`config.mk`:
```
export PLATFORM = sky130hd
export DESIGN_NAME = mult_flat
export DESIGN_NICKNAME = d
export VERILOG_FILES = /design/src/rtl/mult_if.sv /design/src/rtl/mult.sv /design/src/flat_wrapper.sv
export SDC_FILE = /design/constraint.sdc
export NUM_CORES = 1
export LEC_CHECK = 0
export ABC_AREA = 1
export CAP_MARGIN = 30
export CELL_PAD_IN_SITES_DETAIL_PLACEMENT = 0
export CELL_PAD_IN_SITES_GLOBAL_PLACEMENT = 1
export CORE_UTILIZATION = 40
export DETAILED_ROUTE_END_ITERATION = 12
export MAX_ROUTING_LAYER = met4
export PLACE_DENSITY = 0.77
export SYNTH_ARGS = -nofsm -noshare
export SYNTH_HDL_FRONTEND = slang
export SYNTH_SLANG_ARGS = --single-unit
export TNS_END_PERCENT = 100
```
`constraint.sdc`:
```
create_clock -name clock -period 3.6 [get_ports clock]
set_input_delay 0.9 -clock clock [delete_from_list [all_inputs] [get_ports clock]]
set_output_delay 0.9 -clock clock [all_outputs]
set_load 0.02 [all_outputs]
```
`src/rtl/mult_if.sv`:
```
// Operand/result bundle shared between the control unit and the sequential multiplier.
interface mult_if #(parameter int WIDTH = 32);
  logic [WIDTH-1:0] RegAOut;
  logic [WIDTH-1:0] RegBOut;
  logic             MultCtrl;
  logic             MultDone;
  logic [WIDTH-1:0] MultHIOut;
  logic [WIDTH-1:0] MultLOOut;

  modport master (output RegAOut, RegBOut, MultCtrl,
                  input  MultDone, MultHIOut, MultLOOut);
  modport slave  (input  RegAOut, RegBOut, MultCtrl,
                  output MultDone, MultHIOut, MultLOOut);
endinterface

```
`src/rtl/mult.sv`:
```
// Sequential signed WIDTHxWIDTH radix-2 Booth multiplier, one recoding step per cycle,
// with the level-held Ctrl/Done handshake used by the companion divider.
module mult #(
  parameter int WIDTH = 32
) (
  input logic  clock,
  input logic  reset,
  mult_if.slave bus
);
  localparam int CW = $clog2(WIDTH + 1);

  typedef enum logic [1:0] {IDLE, RUN, DONE} state_t;

  state_t           state, state_nxt;
  logic [WIDTH-1:0] m, q, hi, lo;
  logic [WIDTH:0]   acc, msx, sum;
  logic             qm1, done, last;
  logic [CW-1:0]    cnt;

  // Add/sub is WIDTH+1 wide so the most negative multiplicand cannot overflow.
  always_comb begin
    msx = {m[WIDTH-1], m};
    sum = acc;
    case ({q[0], qm1})
      2'b01:   sum = acc + msx;
      2'b10:   sum = acc - msx;
      default: sum = acc;
    endcase
    last = (cnt == CW'(WIDTH - 1));
  end

  always_ff @(posedge clock or negedge reset) begin
    if (!reset) state <= IDLE;
    else        state <= state_nxt;
  end

  always_comb begin
    state_nxt = state;
    case (state)
      IDLE:    if (bus.MultCtrl) state_nxt = RUN;
      RUN:     if (!bus.MultCtrl) state_nxt = IDLE;
               else if (last)     state_nxt = DONE;
      DONE:    if (!bus.MultCtrl) state_nxt = IDLE;
      default: state_nxt = IDLE;
    endcase
  end

  always_ff @(posedge clock or negedge reset) begin
    if (!reset) begin
      m    <= '0;
      q    <= '0;
      acc  <= '0;
      qm1  <= 1'b0;
      cnt  <= '0;
      hi   <= '0;
      lo   <= '0;
      done <= 1'b0;
    end else begin
      case (state)
        IDLE: if (bus.MultCtrl) begin
          m    <= bus.RegAOut;
          q    <= bus.RegBOut;
          acc  <= '0;
          qm1  <= 1'b0;
          cnt  <= '0;
          done <= 1'b0;
        end
        // A dropped request abandons the operation without publishing a partial product.
        RUN: if (bus.MultCtrl) begin
          acc <= {sum[WIDTH], sum[WIDTH:1]};
          q   <= {sum[0], q[WIDTH-1:1]};
          qm1 <= q[0];
          cnt <= cnt + CW'(1);
          if (last) begin
            hi   <= sum[WIDTH:1];
            lo   <= {sum[0], q[WIDTH-1:1]};
            done <= 1'b1;
          end
        end
        DONE: if (!bus.MultCtrl) done <= 1'b0;
        default: ;
      endcase
    end
  end

  assign bus.MultDone  = done;
  assign bus.MultHIOut = hi;
  assign bus.MultLOOut = lo;
endmodule
```
`src/flat_wrapper.sv`:
```
// flat-port wrapper written by rule: the top's interface ports become plain ports
module mult_flat 
#(
  parameter int WIDTH = 32
)
  (clock, reset, bus_RegAOut, bus_RegBOut, bus_MultCtrl, bus_MultDone, bus_MultHIOut, bus_MultLOOut);
  mult_if #(.WIDTH(WIDTH)) bus_i ();
  input logic clock;
  input logic reset;
  input wire logic [$bits(bus_i.RegAOut)-1:0] bus_RegAOut;
  input wire logic [$bits(bus_i.RegBOut)-1:0] bus_RegBOut;
  input wire logic [$bits(bus_i.MultCtrl)-1:0] bus_MultCtrl;
  output wire logic [$bits(bus_i.MultDone)-1:0] bus_MultDone;
  output wire logic [$bits(bus_i.MultHIOut)-1:0] bus_MultHIOut;
  output wire logic [$bits(bus_i.MultLOOut)-1:0] bus_MultLOOut;
  assign bus_i.RegAOut = bus_RegAOut;
  assign bus_i.RegBOut = bus_RegBOut;
  assign bus_i.MultCtrl = bus_MultCtrl;
  assign bus_MultDone = bus_i.MultDone;
  assign bus_MultHIOut = bus_i.MultHIOut;
  assign bus_MultLOOut = bus_i.MultLOOut;
  mult #(.WIDTH(WIDTH)) u_core (.clock(clock), .reset(reset), .bus(bus_i));
endmodule
```
==> run metrics <==
register clock-pin slew on the reported worst setup and hold paths ~80 ps; Primary FF master, synth dfrtp_1; count of input and output buffers between 100 and 150; commonest non-fill, non-tap cell in the layout nand2_1; DRT antenna net count 0; Fin. Hold Viols 0; remaining global-route overflow 0; largest net degree at the start of global routing 93; top cells by area, synth dfrtp_1 42%, nand2_1 14%, inv_1 5.7%; Initial Util 0.410; commonest non-fill, non-tap cells in the layout 380 x nand2_1, 170 x dfrtp_1, 150 x inv_1; vias in the first global route 8577; CTS root buf clkbuf_16; number of synthesized flops with an enable pin 0; initial antenna violation count 0; CTS buffer count 17; GRT Util Overall 0.229; #FFs+latches synth between 150 and 200; DRT Pass-1 Iters 5; post-route setup TNS 0 ps; mux cell area share after synthesis 0.00200; final setup vio count 0; Pleak 6.13 nW; Startpoint Class flip-flop; Via density 5.03; yosys warns 0; crit path kind flip-flop to flip-flop; Die X between 150 and 200 µm; Worst-Margin Slew 829 ps; adder-cell share of the synthesized area 0.0457; row cnt 57; Post-Syn Nets 1426; simple-gate area share of the yosys netlist 0.274; sequential fraction of the synthesis area 0.424; fin crit share 0.917; top cell type by total area after synthesis dfrtp_1; dpl hpwl 20900 µm; Crit Path Max Fanout 6; CORE AREA 24500 µm²; fraction of layout cells with a size suffix above 1 0.0945; Synth cell types 49; PD cells 743 nW/µm²; CTS tree built; Worst Skew 15.7 ps; Die H 160 µm; IO Pins between 100 and 150; outcome completed; nets@finish between 1500 and 2000; Final Max Tran Viols 0; cell count after synthesis 1323; residual DRC count 0; vias 8981; Synth async-reset ratio 1.00; CP Capture Type flip-flop; DR WL/cell 15.5 µm; Post-Synth XOR/XNOR Area 0.0306; clk_lat worst skew 440 ps; total routed wirelength 27700 µm; first-pass GRT wire length 45300 µm; Die ar. 25700 µm²; CTS Sinks 170; Synth top area share 0.424; Syn-to-layout area delta 24.2%; synthesized area 10000 µm²; Avg Cell Area, Syn 7.58 µm²; largest family of logic cells by synthesized area simple AND/OR/NAND/NOR gates; # diodes 0; WHS 399 ps; maximum buffer depth of the clock tree 2; Slew HR 0.447; MaxCap Viol Count 0; flop-to-flop setup slack approximately 300 ps; Final min period 3300 ps; critical path required time approximately 3900 ps; maximum clock rate 303 MHz; unrepaired setup endpoints after global routing true; Iter 0 DRT Violations 685; post-synthesis compound-gate area fraction 0.141; htree depth 4; Arr. time, crit path 3620 ps; RePlAce Congestion 0.914; Final Util 0.509; Hold Path Class primary input to async pin; Worst VDD drop 0.000363 V
power by group:
group          switching, W  leakage (nW)  internal (W)  total (W)
registers          0.000306          2.19       0.00223    0.00253
logic               0.00315          3.63       0.00164    0.00478
clock network      0.000931         0.303       0.00101    0.00194
total               0.00438          6.13       0.00488    0.00926
sequential cells by signal, summed over array words and instances (netlist names):
name,cells
u_core.acc,32
u_core.bus.MultDone,1
u_core.bus.MultHIOut,32
u_core.bus.MultLOOut,32
u_core.cnt,6
u_core.m,32
u_core.q,32
u_core.qm1,1
u_core.state,2
path summary, 6_finish.rpt:
check / startpoint / end / cells past startpoint
max reg2reg: u_core.qm1$_DFFE_PN0P_ / u_core.bus.MultHIOut[27]$_DFFE_PN0P_ / 20
min: reset / u_core.bus.MultLOOut[7]$_DFFE_PN0P_ / 1
min reg2reg: u_core.bus.MultHIOut[6]$_DFFE_PN0P_ / u_core.bus.MultHIOut[6]$_DFFE_PN0P_ / 2
max: u_core.qm1$_DFFE_PN0P_ / u_core.bus.MultHIOut[27]$_DFFE_PN0P_ / 20
max in group asynchronous: reset / u_core.acc[22]$_DFFE_PN0P_ / 2
min in group clock: u_core.bus.MultHIOut[6]$_DFFE_PN0P_ / u_core.bus.MultHIOut[6]$_DFFE_PN0P_ / 2
area by class of cell:
cell class / count / area (µm²)
multi-input combinational: 942 / 5050
clock buffer: 17 / 425
tap: 324 / 405
timing repair buffer: 154 / 1510
fill: 2426 / 12000
timing repair inverter: 1 / 7.51
sequential: 170 / 4250
inverter: 161 / 608
clock inverter: 15 / 195
timing repair:
item                       4_1_cts  5_1_grt
gates resized for setup          0       23
buffers inserted                 0        8
hold buffers                     0        0
setup endpoints to repair        0       24
Yosys cell counts (2+ instances only):
cell / number
nand2_1: 382
dfrtp_1: 170
inv_1: 151
o21ai_0: 83
nand3_1: 74
nor2_1: 72
o21ai_1: 49
nor3_1: 43
a21oi_1: 40
ha_1: 35
a221oi_1: 32
xor2_1: 29
clkbuf_1: 28
buf_2: 19
nand2_2: 13
inv_2: 9
nand4_1: 9
or2_2: 8
nor2_2: 6
nor3_2: 6
xnor2_1: 6
o21bai_1: 5
o22ai_1: 5
a21oi_2: 4
nand3_2: 4
o21a_1: 4
nand3b_1: 3
nor4_1: 3
o211ai_1: 3
o21ai_2: 3
a21oi_4: 2
buf_4: 2
mux2i_1: 2
nor2_4: 2
o31ai_1: 2
or2_1: 2
logic make-up (layout without fill, tap and decap cells):
family | count (synthesis) | after routing
compound gates | 236 | 236
xor+xnor | 35 | 35
fa+ha+maj | 36 | 36
buf+inv | 211 | 348
flops | 170 | 170
mux | 2 | 2
simple gates | 633 | 633
layer usage:
layer,GRT usage,part of all wire,wire [µm],vias to the layer above
met2,0.351,0.45,12500,227
li1,-,-,-,4580
met1,0.324,0.50,13700,4147
met4,0.0567,0.010,291,0
met3,0.0266,0.042,1160,27
met5,-,0,0,-
per-stage QoR:
| stage | total power, W | instance area (µm²) | worst slack, ps | cells |
|---|---|---|---|---|
| 4_1_cts | 0.00911 | 12300 | 90.1 | 1775 |
| 3_5_place_dp | 0.00713 | 11700 | 113 | 1743 |
| 2_1_floorplan | 0.00586 | 10000 | 818 | 1323 |
| 6_report | 0.00926 | 12500 | 300 | 1784 |
| 3_3_place_gp | 0.00712 | 11700 | 173 | 1743 |
| 5_1_grt | 0.0101 | 12500 | -59.7 | 1784 |
critical path: stages (launching register included):
cell and delay (ps):
dfrtp_1 360, inv_1 70, ha_2 300, clkinvlp_4 220, buf_4 180, nand2_1 80
o21ai_0 100, xor2_1 140, inv_1 60, ha_1 330, nand2_1 130, inv_1 60
a21oi_2 140, nand2_2 100, a21oi_2 310, or2_1 190, nand2_1 60, nand2_1 60
nand3_1 110, nand3_1 120, nand2_1 50
No activity file was read; power rests on OpenSTA's default activity.
==> edit, RTL diff (same settings) <==
Encoding of `state_t`: now one-hot (3 bits for 3 states).
--- a/src/rtl/mult.sv
+++ b/src/rtl/mult.sv
@@ -9,7 +9,7 @@
 );
   localparam int CW = $clog2(WIDTH + 1);
 
-  typedef enum logic [1:0] {IDLE, RUN, DONE} state_t;
+  typedef enum logic [2:0] {IDLE = 3'b001, RUN = 3'b010, DONE = 3'b100} state_t;
 
   state_t           state, state_nxt;
   logic [WIDTH-1:0] m, q, hi, lo;
Behaviour: no difference found for any inputs over 10 cycles, from zero or initial values and one cycle with reset low; not proved beyond that.
==> edit against the original RTL <==
Global-route usage hardly changed. Critical path depth fell by 1. Sequential cell count grew 1. Synthesized area is 1.3% higher. Clock skew is 0.0064 ns higher. Worst hold slack better by 0.032 ns. Routed wire length up 0.37%. Largest power group unchanged. Total power grew 44%. Design area about the same. Core utilization decreased by 0.26 points. Combinational power is 69% higher. Non-clock buffer count is 7 lower. Worst setup slack about the same.
==> edit: results (changes against the original RTL) <==
Synthesis
  – Leading post-synthesis cells by cell area: dfrtp_1 (42%), nand2_1 (16%), o21ai_0 (5.9%), inv_1 (5.8%), ha_1 (4.3%)
  – Yosys cell types: 45 (-8.2%)
  – Synth cell count leaders: nand2_1 (444), dfrtp_1 (170), inv_1 (157)
  – Syn Inst Count: 1373 (+3.8%)
  – Post-synth net total: 1476 (+3.5%)
  – Post-synthesis sequential area ratio: 42.2% (-0.29 points)

Route
  – Initial DRC Count: 676 (-1.3%)
  – Vias: 9117 (+1.5%)
  – Wirelength per Cell: 15.2 µm (-1.9%)
  – Metal-1 WL: 14.2 mm (+3.2%)
  – Met3 WL: 1.10 mm (-4.8%)

Run status
  – Status: completed

Layout
  – Layout cell share with drive strength beyond 1: 6.60% (-2.9 points)
  – Fin nets: 1591 (+2.6%)

Pwr
  – Lkg Pwr: 6.07 nW (-1.0%)

Setup path
  – CP max FO: 5 (-1)
  – Crit path largest cell delay: 0.41 ns (+0.05 ns)
  – R2r worst-path depth: 19 (-5.0%)
  – Reg2Reg Launch Point: u_core.m[2]$_DFFE_PN0P_

Global routing
  – Vias in the first global route: 8523 (-0.63%)
  – M3 GR Usage: 3.08% (+0.42 points)
  – Grt met2 use: 33.7% (-1.4 points)
  – Total GRT Usage: 22.9% (-0.032 points)

Placement
  – Detailed placer's ending HPWL: 20.6 mm (-1.4%)
  – Placed Area: 0.0117 mm² (+0.61%)

STA
  – Clk_skew: 0.0221 ns (+0.00643 ns)
[edit: layout make-up]
cell class	count	area share (%)
Timing Repair Buffer	147	11.9
Clock buffer	17	3.41
Tap cell	324	3.25
Multi-Input combinational cell	988	40.7
Clock inverter	15	1.49
Inverter	163	4.92
Sequential cell	171	34.4
[edit: report_power, final]
group	switching [mW]	internal, mW	total (mW)	leakage [nW]
registers	0.571	2.74	3.31	2.20
clock network	0.955	0.954	1.91	0.294
logic	5.20	2.88	8.07	3.57
total	6.72	6.57	13.3	6.07
[edit: logic make-up after synthesis]
kind of cell               after synthesis  synth area share, %
adders and majority gates               36                 4.51
buffers and inverters                  214                 9.05
AOI/OAI and AO/OA                      251                 13.9
DFF                                    171                 42.2
and+or+nand+nor                        661                 26.9
xor gates and xnor gates                38                 3.28
muxes                                    2                0.210
[edit: what timing repair did]
action,CTS,global route
resized for setup,0,29
endpoints found under the setup margin,0,43
setup buffers,0,0
